--- src/rtl/ysyx_24080014_ifu.sv ---
// ysyx_24080014_ifu: instruction fetch unit, one outstanding AXI4-Lite read, flush-safe drain
module ysyx_24080014_ifu #(
  parameter bit MISALIGN_CHECK = 1'b1
) (
  input  logic        clk,
  input  logic        rst,
  input  logic [31:0] pc,
  input  logic        pc_valid,
  output logic        pc_ready,
  output logic [31:0] araddr,
  output logic        arvalid,
  input  logic        arready,
  input  logic [31:0] rdata,
  input  logic [1:0]  rresp,
  input  logic        rvalid,
  output logic        rready,
  output logic [31:0] inst,
  output logic [31:0] inst_pc,
  output logic        inst_err,
  output logic        inst_valid,
  input  logic        inst_ready,
  input  logic        flush,
  output logic [31:0] fetch_cnt
);
  typedef enum logic [2:0] {IDLE, AR, R, OUT, DRAIN} state_t;
  state_t state, state_n;
  logic drop, drop_n;
  logic [31:0] addr_q;
  logic accept, mis, capture, deliver;
  assign accept  = pc_valid && pc_ready;
  assign mis     = MISALIGN_CHECK && (pc[1:0] != 2'b00);
  assign capture = (state == R) && rvalid && !drop && !flush;
  assign deliver = inst_valid && inst_ready;
  assign araddr  = addr_q;
  always_ff @(posedge clk) begin
    if (!rst) begin
      state <= IDLE;
      drop  <= 1'b0;
    end else begin
      state <= state_n;
      drop  <= drop_n;
    end
  end
  // A flushed read still has to complete on the bus; drop remembers to discard it.
  always_comb begin
    state_n = state;
    drop_n  = drop;
    case (state)
      IDLE:  state_n = accept ? (mis ? OUT : AR) : IDLE;
      AR: begin
        drop_n  = drop || flush;
        state_n = arready ? ((drop || flush) ? DRAIN : R) : AR;
      end
      R: begin
        drop_n  = rvalid ? 1'b0 : (drop || flush);
        state_n = rvalid ? (capture ? OUT : IDLE) : R;
      end
      OUT:   state_n = (flush || inst_ready) ? IDLE : OUT;
      DRAIN: begin
        drop_n  = rvalid ? 1'b0 : drop;
        state_n = rvalid ? IDLE : DRAIN;
      end
      default: state_n = IDLE;
    endcase
  end
  always_comb begin
    pc_ready   = (state == IDLE) && !flush;
    arvalid    = rst && (state == AR);
    rready     = rst && ((state == R) || (state == DRAIN));
    inst_valid = rst && (state == OUT) && !flush;
  end
  always_ff @(posedge clk) begin
    if (!rst) begin
      addr_q    <= '0;
      inst      <= '0;
      inst_pc   <= '0;
      inst_err  <= 1'b0;
      fetch_cnt <= '0;
    end else begin
      if (accept) begin
        addr_q  <= pc;
        inst_pc <= pc;
        if (mis) begin
          inst     <= '0;
          inst_err <= 1'b1;
        end
      end
      if (capture) begin
        inst     <= rdata;
        inst_err <= |rresp;
      end
      if (deliver) fetch_cnt <= fetch_cnt + 32'd1;
    end
  end
endmodule

--- config.mk ---
export PLATFORM = sky130hd
export DESIGN_NAME = ysyx_24080014_ifu
export DESIGN_NICKNAME = d
export VERILOG_FILES = /design/src/rtl/ysyx_24080014_ifu.sv
export SDC_FILE = /design/constraint.sdc
export NUM_CORES = 1
export LEC_CHECK = 0
export CAP_MARGIN = 15
export CORE_MARGIN = 4
export CORE_UTILIZATION = 45
export DETAILED_ROUTE_END_ITERATION = 7
export MAX_ROUTING_LAYER = met4
export PLACE_DENSITY = 0.91
export REMOVE_ABC_BUFFERS = 1
export SLEW_MARGIN = 40
export SYNTH_ARGS = -nofsm -noshare
export SYNTH_HDL_FRONTEND = slang
export SYNTH_SLANG_ARGS = --single-unit
--- constraint.sdc ---
create_clock -name clk -period 2.9 [get_ports clk]
set_input_delay 0.29 -clock clk [delete_from_list [all_inputs] [get_ports clk]]
set_output_delay 0.29 -clock clk [all_outputs]
set_load 0.005 [all_outputs]
-- After elaboration in Yosys (flattened, before gate mapping)
Index checks and enable logic that the tools add are counted.
Widths: inputs -> output; s select.
- memory bits (read-only): 0
- input bits: 73
- bits in registers: 101
- bits in writable memories: 0
- memories: 0
- logic and storage cells: 53
- bits in latches: 0
- output and inout port bits: 133
- order comparisons: 0
- multiply operators: 0
- equality and inequality tests: 5
- reduce and logical (&&, ||, !) cells: 23
- $add $sub $neg: 1
- div/mod/pow operators: 0
- shifts and indexed selects: 0
- bitwise operators: 0
- mux-type cells: 18
- operators with widths (kind ; count):
    $mux 32 ; 3
    $add 32x1->32 const B ; 1
    $pmux 3 s5 ; 1
    $logic_and 1x1->1 ; 10
    $mux 2 ; 5
    $mux 3 ; 3
    $eq 3x2->1 const B ; 2
    $reduce_bool 2->1 ; 3
    $mux 1 ; 5
    $reduce_and 2->1 ; 2
    $eq 3x1->1 const B ; 1
    $eq 3x3->1 const B ; 1
    $logic_not 3->1 ; 1
    $logic_or 1x1->1 ; 3
    $pmux 1 s3 ; 1
    $reduce_bool 3->1 ; 1
    $logic_not 1->1 ; 2
    $ne 2x2->1 const B ; 1
    $reduce_or 2->1 ; 1

-- Depth between registers and ports, before layout
Gate-level depths: netlist (run 1).
- depth after elaboration: 7
- depth in mapped cells: 7
- gate-level depth less buffers: 5

-- Worst setup path before layout (run 1)
No wires, ideal clock.
- path kind: register to register
- start: reg fetch_cnt[0]
- end: reg fetch_cnt[28]
- setup time: 70 ps
- buffers on the path: 1
- path slack: 1167 ps
- arrival time: 1663 ps
- clock period less this slack: 1733 ps
- data required time: 2830 ps
- stages on the path, launching flop included: 7
- cell sequence: dfxtp_1 ha_1 and4b_1 nand4_2 buf_2 or4_1 a21oi_1
- cells in the longest elaborated chain, start to end: 1
- RTL lines (what ; line ; RTL):
    from (decl) ; 23 ; output logic [31:0] fetch_cnt
    from (signal assigned) ; 92 ; if (deliver) fetch_cnt <= fetch_cnt + 32'd1;
    $add 32x1->32 ; 92 ;
No other way between the ends.
A chain may end at the register's enable or synchronous reset.

-- Worst setup path in the final report (run 1)
- start: reg state[0]
- end: out arvalid
- cells in the longest elaborated chain, start to end: 2
- RTL lines (what ; line ; RTL):
    from (decl) ; 26 ; state_t state, state_n;
    from (signal assigned) ; 40 ; state <= state_n;
    $eq 3x1->1 ; 68 ; arvalid = rst && (state == AR);
    $logic_and 1x1->1 ; 68 ;
    to (decl) ; 11 ; output logic arvalid,
No other way between the ends.

==> metrics, run 1 <==
status=finished clean; Starting DRT DRC Count=around 220; Reg clk slew, reported paths=around 100 ps; WHS=463.2 ps; CTS buffer count=9; Remaining Overflow, GRT=0; Critical Path AT=between 2000 and 2500 ps; RSZ-0062 raised after global routing=false; worst IR drop on VDD=about 300 uV; worst hold path stage count=3; Final Skew=between 15 and 20 ps; Critical Path Fanout Max=12; H-tree levels=3; r2r setup slk=700 ps; HP Class=input pin to flip-flop; std cell rows=35; TritonCTS Sinks=between 100 and 150; P_int=0.001997 W; Setup crit end kind=primary output; switch share=around a quarter; initial antenna violation count=0; Die Height=between 100 and 150 microns; Non-Filler Instances=834; per-cell routed wire length=between 15 and 20 microns; post-synthesis compound-gate area fraction=13.86%; sequential share of power=a little over half; Die ar.=roughly 0.011 sq mm; core area=0.009415 sq mm; Critical R2R Launch=state[1]; min setup slack post-route=roughly 570 ps; clock network power share=a little under a third; antenna cells=0; post-synthesis async set-or-reset flop share=0%; Placement Setup Slack=about 380 ps; root buf cell=clkbuf_8; wire length of the first global-routing pass=about 21000 microns; power density over the cells=412.9 mW/mm^2; most frequent cells in the layout=205 x clkdlybuf4s50_1, 119 x nand2_1, 101 x dfxtp_1; Area growth syn-to-layout=46.66%; placed cells=slightly above 800; Slew headroom=63.84%; Switching Power=0.0006828 W; mux share of post-synthesis cell area=around 1.8%; hold path startpoint=pc[31]; Post-Synth Adder-Cell Area=0.2828%; Primary FF master, synth=dfxtp_1; TritonCTS clock tree=yes; Mapped Avg Cell Area=8.118 sq um; dominant cells by area after synthesis=dfxtp_1 46%, nand2_1 10%, a21oi_1 8.9%; final slew viol count=0; fmax=around 430 MHz; final worst path period share=80.33%; Netlist cell types=42; Initial Utilization=between 40 and 50%; yosys warns=0; Simple-Gate Fraction of Synth Area=27.12%; largest family of logic cells by synthesized area=simple AND/OR/NAND/NOR gates; commonest non-fill, non-tap cell in the layout=clkdlybuf4s50_1; CP Data Required Time=roughly 2600 ps; remaining antenna violation count=0; gate count after technology mapping=between 500 and 600; top cell type's share of synthesized area=45.70%; count of nets after finishing=approximately 770; Seq/Total Area, Yosys=between 40% and 50%; Worst Reg2Reg Path Length in Cells=4; DRC errors left=0; Vias=roughly 4500; post-CTS setup buffer count=0; GRT Overall Usage=a little under a quarter; TritonRoute pass-1 iters=5; Fillers=~700; Bufs on Longest Clock Path=2; Worst Hold End=araddr[31]; final setup TNS=0 ps; Final setup viols=0; Logic pwr share=between 10% and 20%; minimum clock period=2330 ps; #FFs+latches synth=between 100 and 150; vias in the first global route=about 4400; Worst Tran Pin Value=roughly 540 ps; CP startpoint kind=flip-flop; EDFF count, synth=0; post-CTS sizing=0; gpl congestion=just under 0.9; Avg Vias per Cell=roughly 5.4; Synth Area in XOR/XNOR=1.782%; chip width=107.2 microns; I/O Buffers=approximately 210; CTS Hold Bufs=0; FF-to-FF End=fetch_cnt[30]; worst skew pair latency=360 ps; largest area contributor in the netlist=dfxtp_1; largest net degree at the start of global routing=48; Fin. Hold Viols=0; Netlist Area Pre-Place=0.004424 sq mm; max-cap violations=0; IO Pins=206; share of cells above drive strength 1=under 10%; final wirelength=about 13000 microns; CP Class=flip-flop to primary output; P_leak=around 2.1 nW; DP Wirelength=approximately 9800 microns
## worst max-delay path by stage
stage                     to  startpoint  slack [ps]  cells past startpoint
2_1_floorplan        inst[0]    state[1]         550                      4
3_3_place_gp   fetch_cnt[30]         rst         500                      5
3_5_place_dp   fetch_cnt[30]         rst         380                      5
4_1_cts              arvalid    state[0]         560                      3
5_1_grt              arvalid    state[0]         420                      3
6_report             arvalid    state[0]         570                      3
## state kept, by name, summed over array words and instances, names as in the netlist
register and count:
araddr 32, fetch_cnt 32, inst 32, inst_err 1, state 3, drop 1
## Yosys cell counts, types with 3 or more instances
master      n
nand2_1   119
dfxtp_1   101
a21oi_1    79
nand3_1    45
buf_4      32
clkbuf_1   22
buf_2      16
nand2b_1   11
o21ai_0    10
or4_1      10
nor2_1      9
o31ai_1     9
mux2i_1     8
and4_1      7
nand4_1     7
xor2_1      6
nor3_1      5
nor4_1      5
or3_1       5
a31oi_1     3
and2_1      3
inv_1       3
xnor2_1     3
## through the flow
stage	total power [W]	area (sq um)	utilization, %
floorplan	0.001602	4021	-
CTS	0.002697	6489	68.92
global route	0.002787	6489	68.92
finish	0.002679	6489	68.92
global placement	0.001871	6311	67.03
detailed placement	0.001883	6311	67.03
## power groups by stage
stage                     sequential [W]  combinational (W)  clock (W)
after floorplan                  0.00149           0.000108          0
after global placement           0.00149           0.000379          0
after detailed placement         0.00149           0.000388          0
after CTS                        0.00146           0.000391   0.000843
after global routing             0.00147           0.000419   0.000898
final                            0.00146           0.000388   0.000827
## area by class of cell
class | instances | area [sq um] | share of cell area [%]
well taps | 129 | 161.4 | 2.487
flip-flops and latches | 101 | 2022 | 31.16
clock inverters | 4 | 32.53 | 0.5014
repair buffers | 214 | 2120 | 32.66
inverters | 4 | 15.01 | 0.2314
multi-input cells | 370 | 1993 | 30.72
clock buffers | 12 | 145.1 | 2.237
## kinds of logic (layout without fill, tap and decap cells)
| family | count (synthesis) | in the layout |
|---|---|---|
| AO/OA/AOI/OAI | 111 | 111 |
| flip-flops | 101 | 101 |
| adder cells (fa/ha/maj) | 1 | 1 |
| multiplexers | 8 | 8 |
| XOR/XNOR | 9 | 9 |
| buffers and inverters | 74 | 234 |
| AND/OR/NAND/NOR | 241 | 241 |
## layer usage
| layer | GRT usage [%] | wire length [microns] | vias to the layer above |
|---|---|---|---|
| met5 | - | 0 | - |
| met4 | 5.388 | 218 | 0 |
| met3 | 6.442 | 1042 | 18 |
| met2 | 39.72 | 6633 | 197 |
| met1 | 26.52 | 5331 | 2113 |
| li1 | - | - | 2171 |
## worst max-delay path: stages, from the launching register on
cell and delay [ps]:
dfxtp_1 560, nor2b_1 340, nor3b_1 230, clkdlybuf4s50_1 560
Note: power is estimated with default switching activity, not from simulation.
==> run 2, diff against run 1 <==
- CORE_UTILIZATION: 45 -> 41
- PLACE_DENSITY: 0.91 -> 0.84
- clock period: 2.9 -> 2.3 ns (I/O delays scaled with it)
==> metrics, run 2 (synthesis gave the netlist of run 1 again) <==
cell area after layout=roughly 0.0066 sq mm; CP Class=flip-flop to primary output; placed cells=slightly above 800; hold path startpoint=rdata[14]; CP startpoint kind=flip-flop; GRT Overall Usage=a little over a fifth; post-CTS setup buffer count=0; TritonCTS Sinks=101; antenna cells=0; worst hold path stage count=3; crit-path max cell delay=about 570 ps; Reg clk slew, reported paths=between 100 and 150 ps; r2r setup slk=between 200 and 300 ps; Final Skew=roughly 14 ps; power density over the cells=~520 mW/mm^2; worst IR drop on VDD=between 300 and 400 uV; minimum clock period=~2100 ps; Critical Path Fanout Max=12; Vias=between 4000 and 5000; Starting DRT DRC Count=282; CP Data Required Time=between 2000 and 2500 ps; Initial Utilization=between 40% and 50%; initial antenna violation count=0; Crit path buffers/inverters=1; Worst Tran Pin Value=between 600 and 700 ps; Worst Reg2Reg Path Length in Cells=5; TritonRoute pass-1 iters=5; TritonCTS clock tree=yes; worst skew pair latency=approximately 370 ps; final slew viol count=0; Bufs on Longest Clock Path=2; Slew headroom=58.83%; count of nets after finishing=between 700 and 800; Non-Filler Instances=~850; P_leak=2.180 nW; vias in the first global route=approximately 4500; total power=approximately 0.0035 W; max-cap violations=0; remaining antenna violation count=0; final worst path period share=roughly 93%; fmax=roughly 470 MHz; HP Class=input pin to flip-flop; core area=0.01042 sq mm; commonest non-fill, non-tap cell in the layout=clkdlybuf4s50_1; Remaining Overflow, GRT=0; IO Pins=~210; Critical Path AT=about 1900 ps; gpl congestion=0.8528; CP max stage cell=clkdlybuf4s50_1; DP Area=approximately 0.0064 sq mm; RSZ-0062 raised after global routing=false; largest net degree at the start of global routing=a little under 60; Die Height=111.9 microns; I/O Buffers=around 210; H-tree levels=3; wire length of the first global-routing pass=21890 microns; Critical R2R Launch=fetch_cnt[0]; root buf cell=clkbuf_8; FF-to-FF End=fetch_cnt[30]; DRC errors left=0; chip width=approximately 110 microns; Setup crit end kind=primary output; Worst Hold End=inst[14]; Area growth syn-to-layout=49.12%; most frequent cells in the layout=205 x clkdlybuf4s50_1, 119 x nand2_1, 99 x dfxtp_1; status=finished clean; final wirelength=13500 microns; final core utilization=around 63%; Die ar.=approximately 0.013 sq mm; CTS buffer count=9; DP Wirelength=~9900 microns; CP Cell Sequence=nor2b_2 > nor3b_1 > clkdlybuf4s50_1; per-cell routed wire length=approximately 16 microns; CP delay by family, top=buffers and inverters; Final setup viols=0; std cell rows=37; Fin. Hold Viols=0; share of cells above drive strength 1=under 10%; Avg Vias per Cell=~5.2
==> run 2: cell count changes in the layout (fill, tap and decap cells not counted), sizes merged <==
cell,delta
inv,+4
buf,+5
clkbuf,-3
clkinvlp,-1
==> run 2: cell type report <==
class,instances,area (sq um)
clock buffers,9,123.9
multi-input cells,370,2004
well taps,136,170.2
fillers,885,3819
inverters,4,15.01
repair buffers,219,2195
flip-flops and latches,101,2024
clock inverters,7,65.06
==> run 2: per-layer routing <==
metal / track usage [%] / vias to the layer above / wire, microns
met1: 25.07 / 2072 / 5388
met3: 5.707 / 25 / 970
met4: 7.299 / 0 / 289
met2: 36.45 / 162 / 6854
li1: - / 2179 / -
met5: - / - / 0
==> run 2: metrics by stage <==
stage               hold slack (ps)  TNS, ps  worst slack (ps)
finish                        392.9        0             163.8
global route                  375.1        0             18.89
CTS                           374.8        0             86.44
detailed placement            460.0        0             56.64
global placement              453.4        0             109.1
floorplan                     347.7    -1710            -53.43
==> run 2: how the worst max path moves through the flow <==
stage | to | from | cells past startpoint | slack, ps
final | arvalid | state[0] | 3 | 160
after global routing | arvalid | state[0] | 3 | 20
after CTS | arvalid | state[0] | 3 | 90
after detailed placement | fetch_cnt[30] | rst | 5 | 60
after global placement | fetch_cnt[14] | rst | 6 | 110
after floorplan | inst[0] | state[1] | 4 | -50
==> run 2: power breakdown <==
part           switching, W  internal [W]
logic              0.000203      0.000305
registers         0.0000514       0.00180
clock network      0.000679      0.000423
==> run 2: worst min-delay path, delay by kind of cell <==
kind / cells / cell delay (ps)
and+or+nand+nor: 1 / 60
buffers and inverters: 1 / 390
AOI/OAI and AO/OA: 1 / 50
==> run 2: what timing repair did <==
item,CTS,global route
hold buffers,0,0
endpoints found under the setup margin,2,5
gates cloned,0,0
resized for setup,1,3
==> run 3, diff against run 2 <==
- CTS_CLUSTER_DIAMETER: unset -> 50
==> results of run 3 <==
Same layout as run 2: the final DEF is identical, and so are final timing and power.
